===== src/rtl/frm_pad_pkg.sv =====
// Shared types for the frame padder: one-hot FSM encoding, latched frame config, geometry defaults.
// The optional input-framing checker in frm_pad is enabled with FRM_PAD_CHK_EN.
package frm_pad_pkg;

    localparam int FRM_COL_DEF = 640;
    localparam int FRM_ROW_DEF = 400;
    localparam int BEAT_BYTES  = 4;
    localparam int DW          = 32;

    typedef enum logic [6:0] {
        S_IDLE       = 7'b000_0001,
        S_PAD_TOP    = 7'b000_0010,
        S_PAD_LEFT   = 7'b000_0100,
        S_WIN        = 7'b000_1000,
        S_PAD_RIGHT  = 7'b001_0000,
        S_PAD_BOTTOM = 7'b010_0000,
        S_FRM_DONE   = 7'b100_0000
    } state_t;

    typedef struct packed {
        logic          byp;
        logic [8:0]    row_start;
        logic [8:0]    row_end;
        logic [9:0]    col_start;
        logic [9:0]    col_end;
        logic [DW-1:0] pad;
    } cfg_t;

    // A window that does not fit inside the frame, or is not beat aligned, is run as bypass.
    function automatic logic cfg_ok(input logic [8:0] rs, input logic [8:0] re,
                                    input logic [9:0] cs, input logic [9:0] ce,
                                    input logic [8:0] row_last, input logic [9:0] col_last);
        return (rs <= re) && (re <= row_last) && (cs <= ce) && (ce <= col_last) &&
               (cs[1:0] == 2'b00) && (ce[1:0] == 2'b00);
    endfunction

endpackage


===== src/rtl/frm_pad_pos.sv =====
// Output-frame position tracker: byte column and line of the beat currently presented on dout.
module frm_pad_pos
    import frm_pad_pkg::*;
#(
    parameter int FRM_COL = FRM_COL_DEF,
    parameter int FRM_ROW = FRM_ROW_DEF
) (
    input  logic       clk,
    input  logic       rst_n,
    input  logic       clr,
    input  logic       adv,
    output logic [9:0] col,
    output logic [8:0] row,
    output logic       line_end,
    output logic       frame_end
);

    localparam logic [9:0] COL_LAST = 10'(FRM_COL - BEAT_BYTES);
    localparam logic [8:0] ROW_LAST = 9'(FRM_ROW - 1);

    logic [9:0] col_q, col_d;
    logic [8:0] row_q, row_d;

    always_comb begin
        col_d = col_q;
        row_d = row_q;
        if (clr) begin
            col_d = '0;
            row_d = '0;
        end else if (adv) begin
            if (col_q == COL_LAST) begin
                col_d = '0;
                row_d = (row_q == ROW_LAST) ? '0 : row_q + 9'd1;
            end else begin
                col_d = col_q + 10'd4;
            end
        end
    end

    always_ff @(posedge clk) begin
        if (!rst_n) begin
            col_q <= '0;
            row_q <= '0;
        end else begin
            col_q <= col_d;
            row_q <= row_d;
        end
    end

    assign col       = col_q;
    assign row       = row_q;
    assign line_end  = (col_q == COL_LAST);
    assign frame_end = (col_q == COL_LAST) && (row_q == ROW_LAST);

endmodule


===== src/rtl/frm_pad.sv =====
// Re-inserts pad_value border beats around a cropped window stream to rebuild full frames.
// Define FRM_PAD_CHK_EN to add err_cnt/err_sticky, flagging input eof misplaced against the window.
module frm_pad
    import frm_pad_pkg::*;
#(
    parameter int FRM_COL = FRM_COL_DEF,
    parameter int FRM_ROW = FRM_ROW_DEF
) (
    input  logic          clk,
    input  logic          rst_n,
    input  logic          en,
    input  logic [8:0]    win_row_start,
    input  logic [8:0]    win_row_end,
    input  logic [9:0]    win_col_start,
    input  logic [9:0]    win_col_end,
    input  logic [DW-1:0] pad_value,
    input  logic [DW-1:0] din,
    input  logic          sof,
    input  logic          eof,
    input  logic          din_vld,
    output logic          din_rdy,
    output logic [DW-1:0] dout,
    output logic          sof_out,
    output logic          eof_out,
    output logic          dout_vld,
    input  logic          dout_rdy,
    output logic [18:0]   frm_len_out,
`ifdef FRM_PAD_CHK_EN
    output logic [7:0]    err_cnt,
    output logic          err_sticky,
`endif
    output state_t        dbg_state
);

    // Handshake: a beat moves on an edge where valid && ready; valid and data never depend on ready.
    localparam logic [9:0]  COL_LAST = 10'(FRM_COL - BEAT_BYTES);
    localparam logic [8:0]  ROW_LAST = 9'(FRM_ROW - 1);
    localparam logic [18:0] FRM_LEN  = 19'(FRM_COL * FRM_ROW);

    state_t      state_q, state_d;
    cfg_t        cfg_q, cfg_d;
    logic [18:0] byp_len_q, byp_len_d;
    logic [9:0]  col;
    logic [8:0]  row;
    logic        line_end, frame_end;
    logic        pad_st, win_st, fire;
    state_t      line_next, row_done;

    frm_pad_pos #(.FRM_COL(FRM_COL), .FRM_ROW(FRM_ROW)) u_pos (
        .clk      (clk),
        .rst_n    (rst_n),
        .clr      (state_q == S_IDLE),
        .adv      (fire),
        .col      (col),
        .row      (row),
        .line_end (line_end),
        .frame_end(frame_end)
    );

    assign pad_st   = (state_q == S_PAD_TOP) || (state_q == S_PAD_LEFT) ||
                      (state_q == S_PAD_RIGHT) || (state_q == S_PAD_BOTTOM);
    assign win_st   = (state_q == S_WIN);
    assign dout_vld = pad_st || (win_st && din_vld);
    assign din_rdy  = win_st && dout_rdy;
    assign dout     = pad_st ? cfg_q.pad : (win_st ? din : '0);
    assign fire     = dout_vld && dout_rdy;
    assign sof_out  = cfg_q.byp ? (win_st && sof) : (dout_vld && (row == '0) && (col == '0));
    assign eof_out  = cfg_q.byp ? (win_st && eof) : (dout_vld && frame_end);

    assign frm_len_out = cfg_q.byp ? byp_len_q : FRM_LEN;
    assign dbg_state   = state_q;

    always_comb begin
        state_d   = state_q;
        cfg_d     = cfg_q;
        byp_len_d = byp_len_q;
        line_next = (cfg_q.col_start != '0) ? S_PAD_LEFT : S_WIN;
        row_done  = line_next;
        if (row == cfg_q.row_end) begin
            row_done = (cfg_q.row_end != ROW_LAST) ? S_PAD_BOTTOM : S_FRM_DONE;
        end

        unique case (state_q)
            S_IDLE: begin
                // The sof beat is left on din and taken as the first window beat.
                if (din_vld && sof) begin
                    cfg_d.byp       = !en || !cfg_ok(win_row_start, win_row_end, win_col_start,
                                                     win_col_end, ROW_LAST, COL_LAST);
                    cfg_d.row_start = win_row_start;
                    cfg_d.row_end   = win_row_end;
                    cfg_d.col_start = win_col_start;
                    cfg_d.col_end   = win_col_end;
                    cfg_d.pad       = pad_value;
                    byp_len_d       = '0;
                    if (cfg_d.byp || (win_row_start == '0 && win_col_start == '0)) state_d = S_WIN;
                    else if (win_row_start != '0) state_d = S_PAD_TOP;
                    else state_d = S_PAD_LEFT;
                end
            end
            S_PAD_TOP: begin
                if (fire && line_end && (row == cfg_q.row_start - 9'd1)) state_d = line_next;
            end
            S_PAD_LEFT: begin
                if (fire && (col == cfg_q.col_start - 10'd4)) state_d = S_WIN;
            end
            S_WIN: begin
                if (cfg_q.byp) begin
                    if (fire) byp_len_d = byp_len_q + 19'd4;
                    if (fire && eof) state_d = S_FRM_DONE;
                end else if (fire && (col == cfg_q.col_end)) begin
                    state_d = (cfg_q.col_end != COL_LAST) ? S_PAD_RIGHT : row_done;
                end
            end
            S_PAD_RIGHT: begin
                if (fire && line_end) state_d = row_done;
            end
            S_PAD_BOTTOM: begin
                if (fire && frame_end) state_d = S_FRM_DONE;
            end
            S_FRM_DONE: state_d = S_IDLE;
            default:    state_d = S_IDLE;
        endcase
    end

    always_ff @(posedge clk) begin
        if (!rst_n) begin
            state_q   <= S_IDLE;
            cfg_q     <= '0;
            byp_len_q <= '0;
        end else begin
            state_q   <= state_d;
            cfg_q     <= cfg_d;
            byp_len_q <= byp_len_d;
        end
    end

`ifdef FRM_PAD_CHK_EN
    logic [7:0] err_cnt_q, err_cnt_d;
    logic       err_sticky_q, err_sticky_d;
    logic       err_hit;

    // eof must land exactly on the last window beat of a padded frame.
    assign err_hit = win_st && !cfg_q.byp && fire &&
                     (eof != ((row == cfg_q.row_end) && (col == cfg_q.col_end)));

    always_comb begin
        err_cnt_d    = err_cnt_q;
        err_sticky_d = err_sticky_q | err_hit;
        if (err_hit && (err_cnt_q != 8'hFF)) err_cnt_d = err_cnt_q + 8'd1;
    end

    always_ff @(posedge clk) begin
        if (!rst_n) begin
            err_cnt_q    <= '0;
            err_sticky_q <= 1'b0;
        end else begin
            err_cnt_q    <= err_cnt_d;
            err_sticky_q <= err_sticky_d;
        end
    end

    assign err_cnt    = err_cnt_q;
    assign err_sticky = err_sticky_q;
`endif

endmodule


===== config.mk =====
export PLATFORM = sky130hd
export DESIGN_NAME = frm_pad
export DESIGN_NICKNAME = d
export VERILOG_FILES = /design/src/rtl/frm_pad_pkg.sv /design/src/rtl/frm_pad_pos.sv /design/src/rtl/frm_pad.sv
export SDC_FILE = /design/constraint.sdc
export NUM_CORES = 1
export LEC_CHECK = 0
export CAP_MARGIN = 15
export CELL_PAD_IN_SITES_DETAIL_PLACEMENT = 1
export CELL_PAD_IN_SITES_GLOBAL_PLACEMENT = 2
export CORE_ASPECT_RATIO = 0.8
export CORE_MARGIN = 2
export CORE_UTILIZATION = 25
export CTS_CLUSTER_DIAMETER = 200
export DETAILED_ROUTE_END_ITERATION = 6
export PLACE_DENSITY_LB_ADDON = 0.25
export SLEW_MARGIN = 20
export SYNTH_ARGS = -nofsm -noshare
export SYNTH_HDL_FRONTEND = slang
export SYNTH_HIERARCHICAL = 1
export SYNTH_SLANG_ARGS = --single-unit

===== constraint.sdc =====
create_clock -name clk -period 2.5 [get_ports clk]
set_input_delay 0.5 -clock clk [delete_from_list [all_inputs] [get_ports clk]]
set_output_delay 0.5 -clock clk [all_outputs]
set_load 0.01 [all_outputs]

* Yosys cells after proc, flatten, opt, wreduce, memory -nomap -nowiden
Cells that the tools add are included.
** Storage, ports and cells
- Word-level logic and storage cells :: 113
- Input bits :: 109
- Flip-flop bits (word level) :: 116
- Output and inout port bits :: 62
** Cells by class
- Bitwise logic cells :: 1
- Eq/ne operators :: 23
- Multiplexer cells :: 26
- Magnitude comparators :: 4
- Reductions and logical operators :: 44
- Add/subtract/negate cells :: 5
** Operator list (number)
- $mux W7 :: 11
- $mux W19 :: 4
- $mux W32 :: 2
- $pmux W7 S6 :: 1
- $pmux W19 S2 :: 1
- $logic_and A1 B1 Y1 :: 22
- $eq A10 B10 Y1 :: 2
- $logic_not A10 Y1 :: 2
- $add A19 B3 Y19 const B :: 1
- $eq A9 B9 Y1 :: 2
- $logic_not A9 Y1 :: 2
- $add A10 B3 Y10 const B :: 1
- $eq A10 B10 Y1 const B :: 1
- $le A10 B10 Y1 :: 1
- $le A10 B10 Y1 const B :: 1
- $mux W10 :: 1
- $ne A10 B10 Y1 const B :: 1
- $ne A2 B1 Y1 const B :: 5
- $reduce_bool A10 Y1 :: 1
- $sub A10 B3 Y10 const B :: 1
- $add A9 B1 Y9 const B :: 1
- $eq A9 B9 Y1 const B :: 1
- $le A9 B9 Y1 :: 1
- $le A9 B9 Y1 const B :: 1
- 24 further kinds :: 36

* Depth between registers and ports, before layout
Gate-level depths: netlist of the first run.
- Depth in word-level cells :: 12
- Mapped depth :: 11
- Depth with buffers taken out :: 11

* By module
The synthesis of the first run kept the hierarchy.
** By module, submodules not included
- frm_pad :: instances 1, area each 5683.0 µm², seq. area each 1901.8 µm², cells an instance 737
- frm_pad_pos :: instances 1, area each 889.6 µm², seq. area each 340.3 µm², cells an instance 101

* Worst setup path before layout of the first run
OpenSTA, ideal clock, no wires.
- Path type :: register -> register
- Start point :: register u_pos.row_q[0], in the netlist u_pos/row[0]
- End point :: register state_q[3], in the netlist dbg_state[3]
- Arrival :: 2.261 ns
- Path slack :: 0.154 ns
- Required time :: 2.414 ns
- Path buffers :: 0
- Setup time :: 0.086 ns
- Period minus slack after synthesis :: 2.346 ns
- Cell stages (with the launch flop) :: 12
- Cell sequence :: dfxtp_1 ha_1 nand3_1 nor3_2 and2_1 nand2_1 nand3b_1 a21oi_1 nor4_1 and2_1 a21oi_1 a211oi_1
** On the way
- Elaborated cells between the ends (all ways) :: 15
- Classes of those cells :: 5 x eq/ne; 6 x mux; 4 x reduce/logical
** RTL lines
- start, declared :: line frm_pad_pos.sv:22 : logic [8:0] row_q, row_d;
- start signal, assigned :: line frm_pad_pos.sv:46 : row_q <= row_d;
- $eq A9 B9 Y1 :: line frm_pad_pos.sv:53 : assign frame_end = (col_q == COL_LAST) && (row_q == ROW_LAST);
- $logic_and A1 B1 Y1 :: line frm_pad_pos.sv:53
- via frame_end :: line frm_pad.sv:45 : logic line_end, frame_end;
- $logic_and A1 B1 Y1 :: line frm_pad.sv:118 : if (fire && frame_end) state_d = S_FRM_DONE;
- $ne A2 B1 Y1 (no line)
- $reduce_and A7 Y1 (no line)
- end signal, assigned :: line frm_pad.sv:131 : state_q <= state_d;
- end, declared :: line frm_pad.sv:40 : state_t state_q, state_d;
The timed path passes the listed nets, and every way through them passes these cells. The select of a mux whose other input is x is not followed.
A chain may end at the register's enable or synchronous reset.

* Worst setup path after layout of the first run
- Start point :: register state_q[0], in the netlist dbg_state[0]
- End point :: output port eof_out
** On the way
- Cells in the longest elaborated chain, start to end :: 7
- Elaborated cells between the ends (all ways) :: 13
- Classes of those cells :: 5 x eq/ne; 1 x mux; 7 x reduce/logical
** Ends and longest elaborated chain
- $eq A7 B2 Y1 / $eq A7 B3 Y1 (equally long branches) :: line frm_pad.sv:60 : assign pad_st = (state_q == S_PAD_TOP) || (state_q == S_PAD_LEFT) ||
- $logic_or A1 B1 Y1 (2 in series) :: line frm_pad.sv:60
- $logic_or A1 B1 Y1 :: line frm_pad.sv:61 : (state_q == S_PAD_RIGHT) || (state_q == S_PAD_BOTTOM);
- $logic_or A1 B1 Y1 :: line frm_pad.sv:63 : assign dout_vld = pad_st || (win_st && din_vld);
- $logic_and A1 B1 Y1 :: line frm_pad.sv:68 : assign eof_out = cfg_q.byp ? (win_st && eof) : (dout_vld && frame_end);
- $mux W1 * :: line frm_pad.sv:68
- end, declared :: line frm_pad.sv:24 : output logic eof_out,
Every way passes the cells marked *; elsewhere a longest branch is shown, timed or not.

==> reports/qor.yml, run 1 <==
die:
  die_area_um2: 27600
  die_w_um: 185
  die_y_um: 149
  rows: 53
  io_pins: 171
  coreArea_um2: 26100
  start_util: 0.252
synth:
  ys.flop_type: "dfxtp_1"
  synth_edf_count: 0
  ys_warn_count: 6
  syn_area_um2: 6570
  yosysSeqAreaShare: 0.341
  ys_ff_latch: 112
  postSynthCellCount: 838
  syn_area_per_cell_um2: 7.84
  synth.distinct_cells: 69
  synth-async-reset-ratio: 0
cells_and_area:
  final_nets: 1271
  multi_input_area_um2: 4350
  final_common_cell: "nand2_1"
  syn_to_final_growth_pct: 58.5
  fill_cells: 3099
  design_area_um2: 10400
  n_antenna_cell: 0
  fin_util: 0.400
  drive_gt1_frac: 0.252
  seq_area_um2: 2250
  layout_common_cells: "162 x nand2_1, 143 x buf_4, 126 x clkdlybuf4s50_1"
sta:
  finalHoldViolCount: 0
  slew_headroom: 0.660
  max_freq_mhz: 392
  setup_ws_ns: -0.0540
  rsz0062_at_grt: "yes"
  setup_violations: 18
  final_max_slew_viol_count: 0
  tightestPinTransition_ns: 0.509
  skew_ns: 0.0235
  layout_min_cycle_time_ns: 2.55
  period_share: 1.02
drt:
  wl_um: 25700
  ant_nets: 0
  routed_via_density: 4.69
  first_iter_violations: 205
  drc: 0
  vias: 7027
  avgRoutedWirePerCell_um: 17.2
  dr.pass1.iters: 4
setup_path:
  end_kind: "primary output"
  reg2reg_slack_ns: 0.01
  r2r-start: "dbg_state[0]"
  crit_path_max_fanout: 3
  path_class: "reg -> out"
  cp.required_ns: 2.00
  worstPathArrival_ns: 2.05
  startpoint_type: "flip-flop"
  crit_start: "dbg_state[0]"
cts:
  cts.reportedPaths.clkPinSlew_ns: 0.09
  clock_latency_ns: 0.38
  cts_max_level: 3
  ctsHoldBuffers: 0
  cts_root_buf: "clkbuf_16"
  cts_sinks: 112
  cts_buffers: 9
  clock_path_buffers: 2
  tritoncts: "done"
place:
  place_area_um2: 9710
  portBuffers: 168
  globalplace.congestion: 0.810
  dp_hpwl_um: 19400
  pre_cts_ws_ns: -0.485
power:
  power_density_nw_per_um2: 572
  internal_power_uw: 3810
  ir_drop_mv: 0.331
  seq_power_share: 0.348
  swShare: 0.360
  p_leak_uw: 0.00422
  clockPowerShare: 0.264
  pwr-share-comb: 0.388
  power.switching_uw: 2140
grt:
  grt_max_degree: 75
  grt-ovfl-total: 0
  antenna_found_initial: 0
  track_usage: 0.185
  grt_pass1_vias: 7175
  grt_first_pass_wirelength_um: 39800
min_path:
  hold_class: "reg -> reg"
  min_from: "cfg_q[1]"
outcome:
  status: "finished, violations left"
  violations: "setup timing"
flow_run:
  max_cap_violations: 0
==> path summary, 6_finish.rpt <==
check	end	cells past startpoint
worst min-delay path	cfg_q[1]	2
worst max register to register	dbg_state[3]	13
worst max-delay path	eof_out	8
worst min register to register	cfg_q[1]	2
==> what timing repair did <==
item / 4_1_cts / 5_1_grt
setup buffers: 15 / 5
pin swaps: 13 / 42
endpoints found under the setup margin: 51 / 58
gates cloned: 0 / 2
gates resized for setup: 182 / 49
==> synthesized netlist by cell type (5+ instances only) <==
master,instances,area share
a21o_1,6,0.0069
a21oi_1,92,0.070
a22o_1,32,0.043
a32o_1,5,0.0076
and2_1,17,0.016
and3_1,15,0.014
clkbuf_1,38,0.022
dfxtp_1,112,0.34
ha_1,26,0.049
inv_1,26,0.015
nand2_1,165,0.094
nand2b_1,13,0.012
nand3_1,26,0.020
nand4_1,14,0.013
nor2_1,48,0.027
nor3_1,14,0.011
nor4_1,19,0.018
o21ai_0,13,0.0099
xnor2_1,32,0.043
xor2_1,32,0.043
==> area by class of cell <==
| type | instances | share of cell area |
|---|---|---|
| flip-flops and latches | 112 | 0.216 |
| multi-input cells | 657 | 0.418 |
| clock buffers | 9 | 0.0216 |
| inverters | 26 | 0.00937 |
| clock inverters | 7 | 0.00901 |
| repair buffers | 330 | 0.283 |
| well taps | 357 | 0.0429 |
==> through the flow <==
stage	instances	setup TNS [ns]	power, uW	hold WS, ns
floorplan	840	0	3080	0.437
global route	1498	-3.16	6300	0.489
finish	1498	-0.608	5950	0.463
global placement	1466	-12.55	4150	0.446
CTS	1492	-0.692	5880	0.465
detailed placement	1466	-12.92	4170	0.452
==> power groups by stage <==
stage	clock [uW]	combinational, uW	sequential [uW]
6_report	1570	2310	2070
5_1_grt	1690	2510	2100
4_1_cts	1620	2180	2070
3_5_place_dp	0	2060	2110
3_3_place_gp	0	2040	2110
2_1_floorplan	0	990	2080
==> metal layers <==
| layer | global-route usage | wire, um | vias to the layer above |
|---|---|---|---|
| met3 | 0.0344 | 891 | 13 |
| met5 | 0 | 0 | - |
| met4 | 0.0278 | 278 | 0 |
| met1 | 0.263 | 12900 | 3352 |
| li1 | - | - | 3540 |
| met2 | 0.295 | 11600 | 122 |
==> worst max-delay path, cell delays in order, from the launching register on <==
cell and delay (ns):
dfxtp_4 0.37, nor4_4 0.33, nand2b_1 0.13, o22ai_2 0.16
buf_4 0.15, a21o_1 0.15, nand2_1 0.08, o22ai_2 0.15
buf_2 0.16
==> cell families after synthesis <==
family          synth area share
fa+ha+maj                 0.0495
mux                      0.00305
flops                      0.341
xor+xnor                  0.0853
compound gates             0.180
buf+inv                   0.0432
other cells              0.00114
simple gates               0.296
==> flip-flops by register name (all words and copies together), names as in the netlist <==
register	flops
cfg_q	71
u_pos/col	8
dbg_state	7
byp_len_q	17
u_pos/row	9
No activity file was read; power rests on OpenSTA's default activity.
==> inputs of run 2 (changes only) <==
Settings changed: CORE_UTILIZATION 25 to 30, CTS_CLUSTER_DIAMETER 200 to unset.
Clock period 2.5 ns to 3.1 ns, I/O delays scaled along.
==> run 2 against run 1 <==
  * The flow now finishes without violations
  * Via count shrank 4.3%
  * Clock skew shrank 0.014 ns
  * Highest routed layer unchanged
  * Setup slack gained 0.15 ns
  * Utilization grew 3.3 points
  * Routed wire length shrank 9.8%
  * Combinational power shrank 36%
  * Die area shrank 16%
  * Non-clock buffer count shrank 100
  * First-iteration DRC count grew 62%
  * Count of clock-buffer cells in the layout is the same
==> reports/qor.yml, run 2 (synthesized netlist as in run 1, its figures left out) <==
setup_path:
  r2r-end: "dbg_state[6]"
  cp.required_ns: 2.48  # +0.48 ns
  worstPathArrival_ns: 2.38  # +0.33 ns
  r2r-start: "u_pos/col[5]"
  crit_path_max_fanout: 22  # +19
  path_class: "reg -> out"
  r2r_cells: 8  # -5
  crit_start: "dbg_state[5]"
  end_kind: "primary output"
  reg2reg_slack_ns: 0.31  # +0.30 ns
  startpoint_type: "flip-flop"
drt:
  vias: 6723  # -4.3%
  routed_via_density: 5.11  # +8.9%
  wl_um: 23200  # -9.8%
  dr.pass1.iters: 4  # unchanged
  avgRoutedWirePerCell_um: 17.7  # +2.7%
  first_iter_violations: 332  # +62%
  ant_nets: 0  # unchanged
  drc: 0  # unchanged
place:
  place_inst: 1292  # -12%
  dp_hpwl_um: 17800  # -8.5%
  portBuffers: 168  # unchanged
  globalplace.congestion: 0.828  # +2.2%
flow_run:
  max_cap_violations: 0  # unchanged
sta:
  tightestPinTransition_ns: 0.706  # +0.197 ns
  setup_violations: 0  # -18
  final_max_slew_viol_count: 0  # unchanged
  slew_headroom: 0.525  # -0.135
  layout_min_cycle_time_ns: 3.00
  hold_ws_ns: 0.462  # -0.00116 ns
  fin_setup_tns_ns: 0  # +0.608 ns
  finalHoldViolCount: 0  # unchanged
  max_freq_mhz: 333
  period_share: 0.968
  rsz0062_at_grt: "no"
  skew_ns: 0.00979  # -0.0137 ns
cts:
  clock_latency_ns: 0.37  # about the same
  clock_path_buffers: 2  # unchanged
  cts_sinks: 112  # unchanged
  cts_max_level: 3  # unchanged
  tritoncts: "done"
  ctsHoldBuffers: 0  # unchanged
  cts_root_buf: "clkbuf_16"
  cts.reportedPaths.clkPinSlew_ns: 0.08  # about the same
  cts_buffers: 9  # unchanged
die:
  die_w_um: 169  # -8.5%
  die_y_um: 136  # -8.5%
  coreArea_um2: 21600  # -17%
  die_area_um2: 23100  # -16%
  start_util: 0.305  # +0.0526
  rows: 48  # -9.4%
  io_pins: 171  # unchanged
min_path:
  min_from: "cfg_q[11]"
  whs_endpoint: "cfg_q[11]"
  worstHoldPathCells: 2  # unchanged
  hold_class: "reg -> reg"
cells_and_area:
  fill_cells: 2581  # -17%
  fin_util: 0.433  # +0.0333
  final_common_cell: "nand2_1"
  layout_common_cells: "165 x nand2_1, 135 x clkdlybuf4s50_1, 110 x dfxtp_1"
  n_antenna_cell: 0  # unchanged
  layout.cells.non_filler: 1316  # -12%
  largest_register_ffs: 71  # unchanged
  final_nets: 1171  # -7.9%
  syn_to_final_growth_pct: 42.1
  drive_gt1_frac: 0.104  # -0.149
  largest-register: "cfg_q"
grt:
  grt-ovfl-total: 0  # unchanged
  grt_first_pass_wirelength_um: 36600  # -8.0%
  grt_max_degree: 73  # -2.7%
  track_usage: 0.201  # +0.0167
  antenna_found_initial: 0  # unchanged
  grt_pass1_vias: 6637  # -7.5%
power:
  ir_drop_mv: 0.283  # -14%
  power_density_nw_per_um2: 473  # -17%
  p_leak_uw: 0.00397  # -6.0%
  power_uw: 4410  # -26%
outcome:
  status: "finished clean"
-- run 2: final cells by class --
class                   count  area (um^2)  area share
clock buffers               9          225      0.0241
clock inverters             7         83.8     0.00898
inverters                  26         97.6      0.0105
multi-input cells         657         4090       0.438
flip-flops and latches    112         2240       0.240
well taps                 275          344      0.0369
repair buffers            230         2250       0.241
-- run 2: report_power, final --
part / internal [uW] / switching (uW) / leakage, uW / total (uW)
registers: 1560 / 120 / 0.000910 / 1680
clock network: 646 / 607 / 0.000154 / 1250
logic: 685 / 800 / 0.00291 / 1480
total: 2890 / 1530 / 0.00397 / 4410
-- run 2: worst max path at each step --
stage                         to  slack [ns]  cells after the start
global placement    dbg_state[3]        0.03                     10
detailed placement  dbg_state[3]       -0.01                     10
finish                  dout[31]        0.10                      6
floorplan               dout[10]        0.64                      5
CTS                      dout[9]       0.003                      7
global route            dout[31]        0.02                      6
-- run 2: layer usage --
metal  vias to the layer above  track usage  part of all wire
li1                       3341            -                 -
met1                      3202        0.287              0.50
met2                       150        0.311              0.44
met3                        30       0.0393             0.044
met4                         0       0.0527             0.017
met5                         -            0                 0
-- run 2: through the flow --
step                setup WS (ns)  instance area, um^2
floorplan                   0.639                 6580
global placement           0.0252                 8890
detailed placement       -0.00976                 8890
CTS                       0.00284                 9230
global route               0.0190                 9340
finish                      0.100                 9340
-- run 2: timing repair --
| action | 4_1_cts | 5_1_grt |
|---|---|---|
| buffers inserted | 3 | 5 |
| endpoints found under the setup margin | 35 | 24 |
| resized for setup | 16 | 26 |
| pin swaps | 3 | 1 |
-- run 2: worst max-delay path, cell delays in order, from the launching register on --
cell and delay, ns:
dfxtp_2 0.38, nor4_4 0.35, buf_4 0.19, and3_2 0.23
buf_12 0.17, a22o_1 0.14, clkdlybuf4s50_1 0.55
